==> src/rtl/nco_pkg.sv <==
// Shared opcodes, FSM state encoding and address width for the NCO command sequencer.
package nco_pkg;

    localparam int ADDR_W = 13;

    localparam logic [7:0] OP_LOAD = 8'h01;
    localparam logic [7:0] OP_STEP = 8'h02;
    localparam logic [7:0] OP_PLAY = 8'h03;
    localparam logic [7:0] OP_STOP = 8'h04;

    typedef enum logic [2:0] {
        ST_IDLE,
        ST_STEP_ARG,
        ST_LEN_HI,
        ST_LEN_LO,
        ST_RST_LOAD,
        ST_LOAD_DATA,
        ST_RST_PLAY,
        ST_PLAY
    } state_t;

    function automatic logic len_ok(input logic [ADDR_W-1:0] len, input logic [31:0] max_len);
        return (len != '0) && (32'(len) <= max_len);
    endfunction

endpackage

==> src/rtl/nco_strobe_gen.sv <==
// Free-running 0..STROBE_MAX strobe counter with synchronous clear; ce marks the last count.
module nco_strobe_gen #(
    parameter int STROBE_MAX = 520
) (
    input  logic clk,
    input  logic rst,
    input  logic i_clr,
    output logic o_ce
);

    localparam int CNT_W = (STROBE_MAX < 1) ? 1 : $clog2(STROBE_MAX + 1);

    logic [CNT_W-1:0] r_cnt;
    logic             w_ce;

    assign w_ce = (r_cnt == CNT_W'(STROBE_MAX));
    assign o_ce = w_ce;

    always_ff @(posedge clk or posedge rst) begin
        if (rst) begin
            r_cnt <= '0;
        end else if (i_clr || w_ce) begin
            r_cnt <= '0;
        end else begin
            r_cnt <= r_cnt + 1'b1;
        end
    end

endmodule

==> src/rtl/nco_seq_ctrl.sv <==
// Byte-stream command sequencer driving the NCO datapath: table loads paced by a mirrored
// strobe, step programming, and playback start/stop.
module nco_seq_ctrl
    import nco_pkg::*;
#(
    parameter int MAX_ADDR     = 6000,
    parameter int STROBE_MAX   = 520,
    parameter int DEFAULT_STEP = 1
) (
    input  logic       clk,
    input  logic       rst,
    input  logic       cmd_valid_i,
    input  logic [7:0] cmd_data_i,
    output logic       cmd_ready_o,
    output logic       nco_rst_n_o,
    output logic       nco_we_o,
    output logic [7:0] nco_data_o,
    output logic [7:0] nco_freq_step_o,
    output logic       playing_o,
    output logic       load_done_o,
    output logic       err_o
);

    state_t            r_state;
    logic              r_ret_play;
    logic [4:0]        r_len_hi;
    logic [ADDR_W-1:0] r_remaining;
    logic [7:0]        r_step;
    logic              r_nco_rst_n;
    logic              r_we;
    logic [7:0]        r_data;
    logic [7:0]        r_freq_step;
    logic              r_load_done;
    logic              r_err;

    logic              w_ce;
    logic              w_ready;
    logic              w_accept;
    logic [ADDR_W-1:0] w_len;

    // The mirror restarts whenever the NCO sees its reset, keeping both strobes in phase.
    nco_strobe_gen #(
        .STROBE_MAX(STROBE_MAX)
    ) u_strobe (
        .clk  (clk),
        .rst  (rst),
        .i_clr(~r_nco_rst_n),
        .o_ce (w_ce)
    );

    assign w_len    = {r_len_hi, cmd_data_i};
    assign w_accept = cmd_valid_i && w_ready;

    // r_nco_rst_n is low only during rst and the one-cycle pulse states, which never accept bytes.
    always_comb begin
        w_ready = 1'b0;
        case (r_state)
            ST_IDLE, ST_STEP_ARG, ST_LEN_HI, ST_LEN_LO, ST_PLAY: w_ready = r_nco_rst_n;
            ST_LOAD_DATA: w_ready = w_ce && (r_remaining != '0);
            default:      w_ready = 1'b0;
        endcase
    end

    always_ff @(posedge clk or posedge rst) begin
        if (rst) begin
            r_state     <= ST_IDLE;
            r_ret_play  <= 1'b0;
            r_len_hi    <= '0;
            r_remaining <= '0;
            r_step      <= 8'(DEFAULT_STEP);
            r_nco_rst_n <= 1'b0;
            r_we        <= 1'b0;
            r_data      <= '0;
            r_freq_step <= '0;
            r_load_done <= 1'b0;
            r_err       <= 1'b0;
        end else begin
            r_nco_rst_n <= 1'b1;
            r_load_done <= 1'b0;
            case (r_state)
                ST_IDLE: begin
                    if (w_accept) begin
                        case (cmd_data_i)
                            OP_LOAD: r_state <= ST_LEN_HI;
                            OP_STEP: begin
                                r_state    <= ST_STEP_ARG;
                                r_ret_play <= 1'b0;
                            end
                            OP_PLAY: begin
                                r_state     <= ST_RST_PLAY;
                                r_nco_rst_n <= 1'b0;
                            end
                            OP_STOP: r_err <= 1'b0;
                            default: r_err <= 1'b1;
                        endcase
                    end
                end
                ST_STEP_ARG: begin
                    if (w_accept) begin
                        r_step <= cmd_data_i;
                        if (r_ret_play) begin
                            r_freq_step <= cmd_data_i;
                            r_state     <= ST_PLAY;
                        end else begin
                            r_state <= ST_IDLE;
                        end
                    end
                end
                ST_LEN_HI: begin
                    if (w_accept) begin
                        r_len_hi <= cmd_data_i[4:0];
                        r_state  <= ST_LEN_LO;
                    end
                end
                ST_LEN_LO: begin
                    if (w_accept) begin
                        if (len_ok(w_len, 32'(MAX_ADDR))) begin
                            r_remaining <= w_len;
                            r_nco_rst_n <= 1'b0;
                            r_state     <= ST_RST_LOAD;
                        end else begin
                            r_err   <= 1'b1;
                            r_state <= ST_IDLE;
                        end
                    end
                end
                ST_RST_LOAD: begin
                    r_we    <= 1'b0;
                    r_state <= ST_LOAD_DATA;
                end
                ST_LOAD_DATA: begin
                    // Step stays 0 here so the NCO address only moves on written samples.
                    if (w_ce) begin
                        if (r_remaining != '0) begin
                            if (cmd_valid_i) begin
                                r_data      <= cmd_data_i;
                                r_we        <= 1'b1;
                                r_remaining <= r_remaining - 1'b1;
                            end else begin
                                r_we <= 1'b0;
                            end
                        end else begin
                            r_we        <= 1'b0;
                            r_load_done <= 1'b1;
                            r_state     <= ST_IDLE;
                        end
                    end
                end
                ST_RST_PLAY: begin
                    r_freq_step <= r_step;
                    r_state     <= ST_PLAY;
                end
                ST_PLAY: begin
                    if (w_accept) begin
                        case (cmd_data_i)
                            OP_STEP: begin
                                r_state    <= ST_STEP_ARG;
                                r_ret_play <= 1'b1;
                            end
                            OP_STOP: begin
                                r_freq_step <= '0;
                                r_err       <= 1'b0;
                                r_state     <= ST_IDLE;
                            end
                            OP_PLAY: begin
                                r_freq_step <= '0;
                                r_nco_rst_n <= 1'b0;
                                r_state     <= ST_RST_PLAY;
                            end
                            OP_LOAD: begin
                                r_freq_step <= '0;
                                r_state     <= ST_LEN_HI;
                            end
                            default: r_err <= 1'b1;
                        endcase
                    end
                end
                default: r_state <= ST_IDLE;
            endcase
        end
    end

    assign cmd_ready_o     = w_ready;
    assign nco_rst_n_o     = r_nco_rst_n;
    assign nco_we_o        = r_we;
    assign nco_data_o      = r_data;
    assign nco_freq_step_o = r_freq_step;
    assign playing_o       = (r_state == ST_PLAY);
    assign load_done_o     = r_load_done;
    assign err_o           = r_err;

endmodule
==> config.mk <==
export PLATFORM = sky130hd
export DESIGN_NAME = nco_seq_ctrl
export DESIGN_NICKNAME = d
export VERILOG_FILES = /design/src/rtl/nco_pkg.sv /design/src/rtl/nco_strobe_gen.sv /design/src/rtl/nco_seq_ctrl.sv
export SDC_FILE = /design/constraint.sdc
export NUM_CORES = 1
export LEC_CHECK = 0
export ABC_AREA = 0
export CAP_MARGIN = 15
export CORE_MARGIN = 2
export CORE_UTILIZATION = 30
export CTS_CLUSTER_DIAMETER = 200
export DETAILED_ROUTE_END_ITERATION = 10
export HOLD_SLACK_MARGIN = 0.12
export SLEW_MARGIN = 25
export SYNTH_ARGS = -nofsm -noshare
export SYNTH_HDL_FRONTEND = slang
export SYNTH_SLANG_ARGS = --single-unit
==> constraint.sdc <==
create_clock -name clk -period 4.25 [get_ports clk]
set_clock_uncertainty 0.1 [all_clocks]
set_input_delay 0.425 -clock clk [delete_from_list [all_inputs] [get_ports clk]]
set_output_delay 0.425 -clock clk [all_outputs]
set_load 0.03 [all_outputs]
==> results by group, run 1 <==
Outcome
  – Status: finished, final reports clean

Clock tree
  – Post-CTS resize count: 0
  – Clock root cell: clkbuf_8
  – Cts hold-fix bufs: 0
  – Post-CTS setup buffers: 0
  – Num Clock Sinks: 60
  – CTS tree: yes
  – Number of buffers created by CTS: 9
  – Clk pin slew, worst setup/hold paths: about 80 ps
  – CTS Buffer Depth: 2
  – H-tree Lvls: 3
  – Worst-skew pair later-pin latency: 340 ps

Cells and area
  – Fraction of layout cells with a size suffix above 1: approximately 17%
  – Post-layout nets: slightly below 400
  – Multi-input combinational cell area: ~1700 µm²
  – Sequential Area: roughly 1500 µm²
  – ANT cells: 0
  – Most common cell after layout, fill and taps aside: dfrtp_1
  – Most frequent cells in the layout: 59 x dfrtp_1, 43 x nand2_1, 32 x clkdlybuf4s50_1
  – Non-Filler Instances: 520
  – Filler cells: between 1,000 and 1,500
  – Synth-to-layout area growth: 19.6%

Synthesis
  – Synthesized cell area: 3320 µm²
  – Register area share after synthesis: approximately 45%
  – EDFF count, synth: 0
  – Predominant post-synthesis flop cell: dfrtp_1
  – Ys async rst share: 100%
  – Yosys Warn Count: 0
  – Post-synth cell types: between 50 and 60
  – Synth Net Count: approximately 360
  – Synth Instances: 344
  – Syn_area_per_cell: slightly below 10 µm²
  – Synthesis-stage register bit count: 60

Timing
  – # setup viols final: 0
  – Slew margin rel.: a little under half
  – TNS Setup: 0 ps
  – Minimum clock period after layout: approximately 3300 ps
  – Setup WS post-layout: roughly 900 ps
  – Final hold viol count: 0
  – Unrepaired setup endpoints after global routing: false
  – Least-Margin Pin Slew: roughly 800 ps
  – Crit share post-route: 78.5%
  – Final Slew Violations: 0
  – Max Clock Freq: 300 MHz

Global route
  – Global-route wire length before repair: roughly 14,000 µm
  – Met2 usage: between 20% and 30%
  – Grt total ovfl: 0
  – Gr busiest metal: met2
  – Pin count of the biggest net entering global routing: 32
  – Met3 GRT Util: ~3.3%
  – GR Util All Layers: between 10% and 20%
  – Vias in the first global route: between 2,000 and 3,000
  – Initial antenna violation count: 0
  – Met1 usage: around a fifth

Die
  – Io pins: 33
  – Die W: around 110 µm
  – Die Ht: 109 µm
  – Core area: ~11,000 µm²
  – Rows: 38
  – Die Area: between 10,000 and 15,000 µm²
  – Effective utilization at floorplan: 30.6%

Worst hold path
  – Worst hold path stage count: 2
  – Hold path start: r_step[1]
  – Hold Path End: r_step[1]
  – Hold Crit Class: flop to flop

Placed design
  – RD Place Congestion: 0.898
  – PortBufs: 32
  – Post-DP HPWL: between 5000 and 6000 µm
  – Placed cells: a little over 500
  – Worst slack, placed: approximately 740 ps

Worst setup path
  – Setup CP Type: flop to output pin
  – Reg-to-reg endpoint: r_remaining[8]
  – R2r worst-path depth: 6
  – Startpoint types: flop
  – Register-to-register setup slack: around 1200 ps
  – CP required: around 3700 ps
  – CP arrival: ~2800 ps
  – Critical path endpoint category: output pin
  – CP Max Fanout: 7
  – Worst r2r src: r_remaining[5]

Power
  – Design Power: about 2.6 mW
  – Lkg Pwr: 1.63 nW
  – Pwr Density: 664 nW/µm²
  – Max VDD drop: around 0.34 mV

Drt
  – First drt pass iteration count: 5
  – DR vias: between 2,000 and 3,000
  – DRT iter0 DRCs: 190
  – Post-route ant nets: 0
  – Post-Route WL: 8160 µm
  – # DRC: 0
  – Drt via density: roughly 5.3
  – WL per Instance: ~16 µm

Job
  – Max-Cap Viols: 0
flip-flops by register name, summed over array words and instances (netlist names):
register / flops
u_strobe.r_cnt: 10
load_done_o: 1
err_o: 1
r_len_hi: 5
nco_we_o: 1
r_remaining: 13
nco_freq_step_o: 8
r_ret_play: 1
r_step: 8
r_state: 3
nco_data_o: 8
nco_rst_n_o: 1
worst max path at each step:
| stage | startpoint | to | slack, ps | cells past startpoint |
|---|---|---|---|---|
| floorplan | r_remaining[0] | r_state[1] | 1710 | 7 |
| global placement | cmd_data_i[1] | r_remaining[8] | 870 | 7 |
| detailed placement | cmd_data_i[1] | r_remaining[3] | 740 | 7 |
| CTS | r_remaining[5] | cmd_ready_o | 910 | 4 |
| global route | cmd_data_i[1] | r_remaining[3] | 680 | 7 |
| finish | r_remaining[5] | cmd_ready_o | 910 | 4 |
logic make-up (layout without fill, tap and decap cells):
logic type	after synthesis	after routing	share of synthesized area [%]
compound gates	75	75	15.1
fa+ha+maj	3	3	1.13
mux	31	31	10.5
xor+xnor	12	12	3.17
buf+inv	29	65	3.51
flops	60	60	45.3
simple gates	134	134	21.3
metal layers:
layer,up-vias,part of all wire (%)
met5,-,0
met4,0,0.93
met3,9,5.6
met2,102,47
met1,1347,46
li1,1320,-
power breakdown:
part	internal (mW)	total, mW	switching, mW
clock network	0.271	0.509	0.238
logic	0.491	1.09	0.599
registers	0.786	1.04	0.252
area by class of cell:
cell class	count	area share, %
multi-input cells	255	43.0
flip-flops and latches	60	37.8
repair buffers	35	8.63
well taps	140	4.41
clock buffers	10	3.21
clock inverters	6	1.61
inverters	14	1.32
per-stage QoR:
step,area [µm²],hold WS [ps],util (%)
2_1_floorplan,3320,350,-
3_3_place_gp,3770,368,34.8
3_5_place_dp,3770,373,34.8
4_1_cts,3970,391,36.6
5_1_grt,3970,412,36.6
6_report,3970,390,36.6
cell usage after synthesis (4+ instances only):
cell / n / area share [%]
inv_1: 14 / 1.6
mux2_2: 31 / 11
xnor2_1: 7 / 1.8
clkbuf_1: 11 / 1.2
o21ai_0: 20 / 3.0
xor2_1: 5 / 1.3
and3_1: 4 / 0.75
nand3_1: 14 / 2.1
dfrtp_1: 59 / 44
nand2_1: 43 / 4.9
a21oi_1: 22 / 3.3
nor4_1: 6 / 1.1
nand4_1: 5 / 0.94
nor3_1: 12 / 1.8
nor2_1: 29 / 3.3
critical path: stages, from the launching register on:
cell and delay [ps]:
dfrtp_1 440, nor4_1 660, nand4_1 360, a32o_2 400, clkdlybuf4s50_1 610
Power figures use the tool's default switching activity.
==> inputs of run 2 (changes only) <==
==> constraint.sdc (replaced) <==
create_clock -name clk -period 2.8 [get_ports clk]
set_clock_uncertainty 0.1 [all_clocks]
set_input_delay 0.28 -clock clk [delete_from_list [all_inputs] [get_ports clk]]
set_output_delay 0.28 -clock clk [all_outputs]
set_load 0.03 [all_outputs]
==> run 2 against run 1 <==
First-iteration DRC count shrank 18%. Clock-buffer cell count shrank 1. Sequential power up 52%. Global-route usage grew 0.97 points. Die area unchanged. Combinational power grew 63%. Final cell count rose by 5.4%. Clock power up 56%. Via count up 3.0%. Wire length increased by 6.1%. Power increased by 58%. Non-clock buffer count rose by 28.
==> results by group, run 2 (synthesis gave the netlist of run 1 again) <==
Die
  – Die Area: 11,900 µm² (unchanged)
  – Die Ht: 109 µm (unchanged)
  – Effective utilization at floorplan: 30.6% (unchanged)
  – Die W: 109 µm (unchanged)
  – Rows: 38 (unchanged)
  – Core area: 10,800 µm² (unchanged)
  – Io pins: 33 (unchanged)

Worst setup path
  – Worst r2r src: r_remaining[0]
  – Top delay family on crit path: simple AND/OR/NAND/NOR gates
  – Reg-to-reg endpoint: nco_freq_step_o[5]
  – CP cell instances: inv_1 > ha_1 > or4b_4 > nor4_4 > buf_4 > nor4b_4 > nor2_2 > o31ai_4 > buf_4 > mux2_2
  – Setup CP Type: flop to flop
  – CP max-delay cell: or4b_4
  – CP arrival: 2760 ps (-50 ps)
  – Critical path endpoint category: flop
  – Startpoint types: flop
  – Worst path max stage delay: 490 ps (-170 ps)
  – CP Max Fanout: 8 (+1)
  – R2r worst-path depth: 10 (+4)
  – Cell repeated most along the worst path: buf_4
  – Register-to-register setup slack: 170 ps (-1010 ps)
  – Buf/Inv on CP: 3 (+2)
  – CP required: 2930 ps (-790 ps)

Cells and area
  – Post-layout nets: 417 (+7.2%)
  – Fin util: 39.0% (+2.4 points)
  – Regs by FF count: r_remaining: 13 flops, u_strobe.r_cnt: 10 flops
  – ANT cells: 0 (unchanged)
  – Synth-to-layout area growth: 27.4%
  – Max reg flops: 13 (unchanged)
  – Fin area: 4230 µm² (+6.5%)
  – Non-Filler Instances: 548 (+5.4%)
  – Fraction of layout cells with a size suffix above 1: 23.5% (+6.4 points)
  – Most common cell after layout, fill and taps aside: dfrtp_1
  – Reg with most FFs: r_remaining
  – Most frequent cells in the layout: 59 x dfrtp_1, 43 x nand2_1, 31 x mux2_2, 31 x clkdlybuf4s50_1, 30 x buf_4

Timing
  – Setup WS post-layout: 165 ps (-747 ps)
  – TNS Setup: 0 ps (unchanged)
  – Minimum clock period after layout: between 2000 and 3000 ps
  – Hold slack: 177 ps (-214 ps)
  – Max Clock Freq: about 380 MHz
  – Crit share post-route: 94.1%
  – Final hold viol count: 0 (unchanged)
  – # setup viols final: 0 (unchanged)
  – Final Slew Violations: 0 (unchanged)
  – Least-Margin Pin Slew: 498 ps (-290 ps)
  – Slew margin rel.: 66.7% (+19 points)
  – Unrepaired setup endpoints after global routing: false

Placed design
  – Dpl cell area: 4000 µm² (+6.0%)
  – Worst slack, placed: 91.7 ps (-645 ps)
  – RD Place Congestion: 0.878 (-2.2%)
  – Post-DP HPWL: 6230 µm (+7.9%)
  – Placed cells: 531 (+5.4%)
  – PortBufs: 32 (unchanged)

Clock tree
  – Number of buffers created by CTS: 9 (unchanged)
  – CTS Buffer Depth: 2 (unchanged)
  – H-tree Lvls: 3 (unchanged)
  – Worst-skew pair later-pin latency: 350 ps (about the same)
  – Clock root cell: clkbuf_8
  – Clk pin slew, worst setup/hold paths: 70 ps (about the same)
  – CTS tree: yes
  – Num Clock Sinks: 60 (unchanged)

Global route
  – GR Util All Layers: 15.8% (+0.97 points)
  – Global-route wire length before repair: 14,600 µm (+5.3%)
  – Initial antenna violation count: 0 (unchanged)
  – Grt total ovfl: 0 (unchanged)
  – Pin count of the biggest net entering global routing: 40 (+25%)
  – Vias in the first global route: 2,900 (+7.1%)

Power
  – Lkg Pwr: 1.79 nW (+9.7%)
  – Pwr Density: 982 nW/µm² (+48%)
  – Max VDD drop: 0.577 mV (+68%)
  – Design Power: 4.15 mW (+58%)

Drt
  – WL per Instance: 15.8 µm (+0.70%)
  – # DRC: 0 (unchanged)
  – DRT iter0 DRCs: 156 (-18%)
  – Drt via density: 5.22 (-2.3%)
  – Post-route ant nets: 0 (unchanged)
  – DR vias: 2,861 (+3.0%)
  – Post-Route WL: 8660 µm (+6.1%)
  – First drt pass iteration count: 4 (-1)

Outcome
  – Status: finished, final reports clean

Job
  – Max-Cap Viols: 0 (unchanged)

Worst hold path
  – Hold Crit Class: primary input to asynchronous set/reset pin
[run 2: changes by cell type in the layout (fill, tap and decap cells not counted), moves of 2 or more]
| cell | before | now |
|---|---|---|
| clkinv_4 | 0 | 4 |
| buf_12 | 0 | 2 |
| buf_4 | 3 | 30 |
| nor4_2 | 2 | 0 |
[run 2: repair_timing]
| item | 4_1_cts | 5_1_grt |
|---|---|---|
| hold endpoints to repair | 0 | 0 |
| resized for setup | 0 | 4 |
| hold buffers | 0 | 0 |
| buffers inserted | 0 | 1 |
| endpoints found under the setup margin | 0 | 9 |
[run 2: cell type report]
type / instances / area [µm²]
flip-flops and latches: 60 / 1500
multi-input cells: 255 / 1720
repair buffers: 63 / 576
well taps: 140 / 175
inverters: 14 / 52.6
fillers: 1071 / 6610
clock inverters: 7 / 77.6
clock buffers: 9 / 124
[run 2: worst max-delay path by stage]
stage | from | to | depth (start not counted)
2_1_floorplan | r_remaining[0] | r_state[1] | 7
3_3_place_gp | cmd_data_i[6] | nco_freq_step_o[6] | 8
3_5_place_dp | r_remaining[0] | r_state[1] | 7
4_1_cts | r_remaining[0] | r_state[1] | 7
5_1_grt | r_remaining[0] | r_remaining[6] | 10
6_report | r_remaining[0] | nco_freq_step_o[5] | 10
[run 2: worst register-to-register path, stage by stage (launching register included)]
cell	delay, ps
dfrtp_1	420
inv_1	90
ha_1	190
or4b_4	490
nor4_4	270
buf_4	170
nor4b_4	50
nor2_2	180
o31ai_4	90
buf_4	170
mux2_2	280
[run 2: routing by layer]
layer / vias up / track usage, % / routed length (µm)
met5: - / 0 / 0
met3: 12 / 5.02 / 494
met2: 81 / 24.5 / 4100
li1: 1372 / - / -
met4: 0 / 5.79 / 154
met1: 1396 / 20.7 / 3910
[run 2: power by group]
group / internal [mW] / leakage (nW) / switching, mW
clock network: 0.415 / 0.0994 / 0.381
registers: 1.19 / 0.731 / 0.390
logic: 0.834 / 0.958 / 0.942
==> inputs of run 3 (changes only) <==
--- a/config.mk
+++ b/config.mk
@@ -12,7 +12,7 @@
 export CTS_CLUSTER_DIAMETER = 200
 export DETAILED_ROUTE_END_ITERATION = 10
 export HOLD_SLACK_MARGIN = 0.12
-export SLEW_MARGIN = 25
 export SYNTH_ARGS = -nofsm -noshare
 export SYNTH_HDL_FRONTEND = slang
+export SYNTH_HIERARCHICAL = 1
 export SYNTH_SLANG_ARGS = --single-unit
==> run 3 against run 2 <==
Clock-buffer cell count is 3 higher. Via count is 7.2% higher. Sequential power down 30%. Critical endpoint is now r_remaining[6]. Largest power group is now sequential cells.
==> results by group, run 3 <==
Cells and area
  – Most frequent cells in the layout: 59 x dfrtp_1, 36 x nand2_1, 33 x a21oi_1
  – Regs by FF count: r_remaining: 13 flops, u_strobe/r_cnt: 10 flops
  – Max reg flops: 13 (unchanged)
  – Fin area: 4180 µm² (-1.1%)
  – Post-layout nets: 430 (+3.1%)
  – Fraction of layout cells with a size suffix above 1: 18.8% (-4.8 points)
  – Synth-to-layout area growth: 24.0%
  – Reg with most FFs: r_remaining
  – Fin util: 38.4% (-0.61 points)
  – ANT cells: 0 (unchanged)
  – Most common cell after layout, fill and taps aside: dfrtp_1
  – Non-Filler Instances: 561 (+2.4%)

Placed design
  – Dpl cell area: 3980 µm² (-0.47%)
  – RD Place Congestion: 0.900 (+2.5%)
  – Post-DP HPWL: 6640 µm (+6.5%)
  – PortBufs: 32 (unchanged)
  – Placed cells: 545 (+2.6%)

Synthesis
  – Post-synth cell types: 61 (+17%)
  – Predominant post-synthesis flop cell: dfrtp_1
  – Yosys top cell by area: dfrtp_1
  – Synth Net Count: 383 (+7.0%)
  – Synthesis-stage register bit count: 60 (unchanged)
  – Register area share after synthesis: 44.5% (-0.74 points)
  – Synth top area share: 43.8% (-0.73 points)
  – Yosys Warn Count: 6 (+6)
  – Synthesized cell area: 3370 µm² (+1.7%)
  – Syn_area_per_cell: 9.14 µm² (-5.2%)
  – Synth area leaders: dfrtp_1 44%, mux2_2 7.3%, a21oi_1 4.9%, o21ai_0 4.4%, nand2_1 4.0%
  – Ys async rst share: 100% (unchanged)
  – Synth Instances: 369 (+7.3%)
  – Most instantiated library cell after synthesis: dfrtp_1
  – Commonest cells in the netlist: 59 x dfrtp_1, 36 x nand2_1, 33 x a21oi_1, 32 x nor2_1, 30 x o21ai_0
  – EDFF count, synth: 0 (unchanged)

Outcome
  – Status: finished, final reports clean

Timing
  – Minimum clock period after layout: 2620 ps (-19.6 ps)
  – Crit share post-route: 93.4% (-0.70 points)
  – Unrepaired setup endpoints after global routing: false
  – Final Slew Violations: 0 (unchanged)
  – Slew margin rel.: 40.9% (-26 points)
  – Max Clock Freq: 382 MHz (+0.75%)
  – Least-Margin Pin Slew: 880 ps (+382 ps)
  – Final hold viol count: 0 (unchanged)
  – Hold slack: 129 ps (-47.3 ps)
  – # setup viols final: 0 (unchanged)
  – TNS Setup: 0 ps (unchanged)

Worst setup path
  – Worst path max stage delay: 420 ps (-70 ps)
  – CP Max Fanout: 8 (unchanged)
  – R2r worst-path depth: 10 (unchanged)
  – CP arrival: 2730 ps (-30 ps)
  – WP depth: 10 (unchanged)
  – CP max-delay cell: dfrtp_1
  – Startpoint types: flop
  – CP required: 2920 ps (about the same)
  – Top delay family on crit path: simple AND/OR/NAND/NOR gates
  – Setup CP Type: flop to flop
  – Buf/Inv on CP: 2 (-1)
  – CP cell instances: inv_1 > ha_1 > nor4bb_1 > and4_2 > buf_4 > nand2_1 > nor3_1 > a21oi_1 > o31ai_1 > o21ai_0
  – Critical path endpoint category: flop

Clock tree
  – CTS Buffer Depth: 2 (unchanged)
  – Cts hold-fix bufs: 0 (unchanged)
  – H-tree Lvls: 3 (unchanged)
  – Num Clock Sinks: 60 (unchanged)
  – CTS tree: yes
  – Clk pin slew, worst setup/hold paths: 70 ps (about the same)
  – Clock root cell: clkbuf_8
  – Worst-skew pair later-pin latency: 340 ps (about the same)
  – Number of buffers created by CTS: 9 (unchanged)

Global route
  – Initial antenna violation count: 0 (unchanged)
  – Global-route wire length before repair: 15,200 µm (+3.8%)
  – Vias in the first global route: 3,041 (+4.9%)
  – Grt total ovfl: 0 (unchanged)
  – GR Util All Layers: 16.5% (+0.68 points)
  – Pin count of the biggest net entering global routing: 42 (+5.0%)

Worst hold path
  – Hold Crit Class: primary input to asynchronous set/reset pin

Power
  – Max VDD drop: 0.293 mV (-49%)
  – Pwr Density: 604 nW/µm² (-38%)
  – Lkg Pwr: 1.74 nW (-2.6%)

Drt
  – Drt via density: 5.47 (+4.8%)
  – WL per Instance: 16.7 µm (+5.9%)
  – DRT iter0 DRCs: 287 (+84%)
  – Post-route ant nets: 0 (unchanged)
  – First drt pass iteration count: 5 (+1)
  – DR vias: 3,068 (+7.2%)
  – # DRC: 0 (unchanged)
  – Post-Route WL: 9390 µm (+8.4%)

Die
  – Rows: 38 (unchanged)
  – Effective utilization at floorplan: 31.0% (+0.37 points)
  – Die Ht: 110 µm (+0.79%)
  – Die W: 110 µm (+0.79%)
  – Io pins: 33 (unchanged)
  – Core area: 10,900 µm² (+0.44%)
  – Die Area: 12,100 µm² (+1.6%)

Job
  – Max-Cap Viols: 0 (unchanged)
run 3: cell types whose count changed in the layout (fill, tap and decap cells not counted), moves of 6 or more:
cell | previous run | this run
buf_4 | 30 | 22
xnor2_1 | 7 | 1
a21oi_1 | 21 | 33
nor3b_1 | 0 | 8
nand2_1 | 43 | 36
mux2_2 | 31 | 22
o21ai_0 | 20 | 30
run 3: worst paths after layout:
| path | from | end | slack, ps |
|---|---|---|---|
| min reg2reg | nco_freq_step_o[2] | nco_freq_step_o[2] | 380 |
| max in group asynchronous | rst | r_step[0] | 1910 |
| max reg2reg | u_strobe/r_cnt[0] | r_remaining[6] | 180 |
| min in group clk | nco_freq_step_o[2] | nco_freq_step_o[2] | 380 |
| min | rst | r_remaining[12] | 130 |
| max | u_strobe/r_cnt[0] | r_remaining[6] | 180 |
run 3: stage by stage:
step	setup slack, ps	total power, mW
after floorplan	189	1.53
after global placement	163	1.71
after detailed placement	127	1.73
after CTS	56.2	2.54
after global routing	25.0	2.67
final	185	2.53
run 3: repair_timing:
item                                    4_1_cts  5_1_grt
setup buffers                                 0        0
hold endpoints to repair                      0        0
gates resized for setup                       1        3
endpoints found under the setup margin        1        1
run 3: cells by family after synthesis:
logic type	count (synthesis)	synth area share (%)
xor+xnor	3	0.779
buf+inv	34	3.89
fa+ha+maj	3	1.11
simple gates	136	21.1
compound gates	110	21.0
flops	60	44.5
mux	23	7.64
run 3: metal layers:
layer  part of all wire, %  vias to the layer above  track usage (%)
met5                     0                        -                0
met4                   1.4                        0             4.88
met3                   6.7                       11             3.88
met2                    47                      118             27.2
met1                    45                     1485             21.5
li1                      -                     1454                -
run 3: power breakdown:
| group | switching [mW] | internal, mW | leakage (nW) | total, mW |
|---|---|---|---|---|
| Clock | 0.343 | 0.457 | 0.102 | 0.800 |
| Sequential | 0.146 | 0.954 | 0.772 | 1.10 |
| Combinational | 0.388 | 0.240 | 0.867 | 0.628 |
run 3: cell type report:
type | count | area, µm²
Clock inverter | 4 | 47.5
Multi-Input combinational cell | 275 | 1750
Sequential cell | 60 | 1500
Clock buffer | 12 | 155
Timing Repair Buffer | 55 | 500
Fill cell | 1078 | 6710
Tap cell | 140 | 175
Inverter | 15 | 56.3
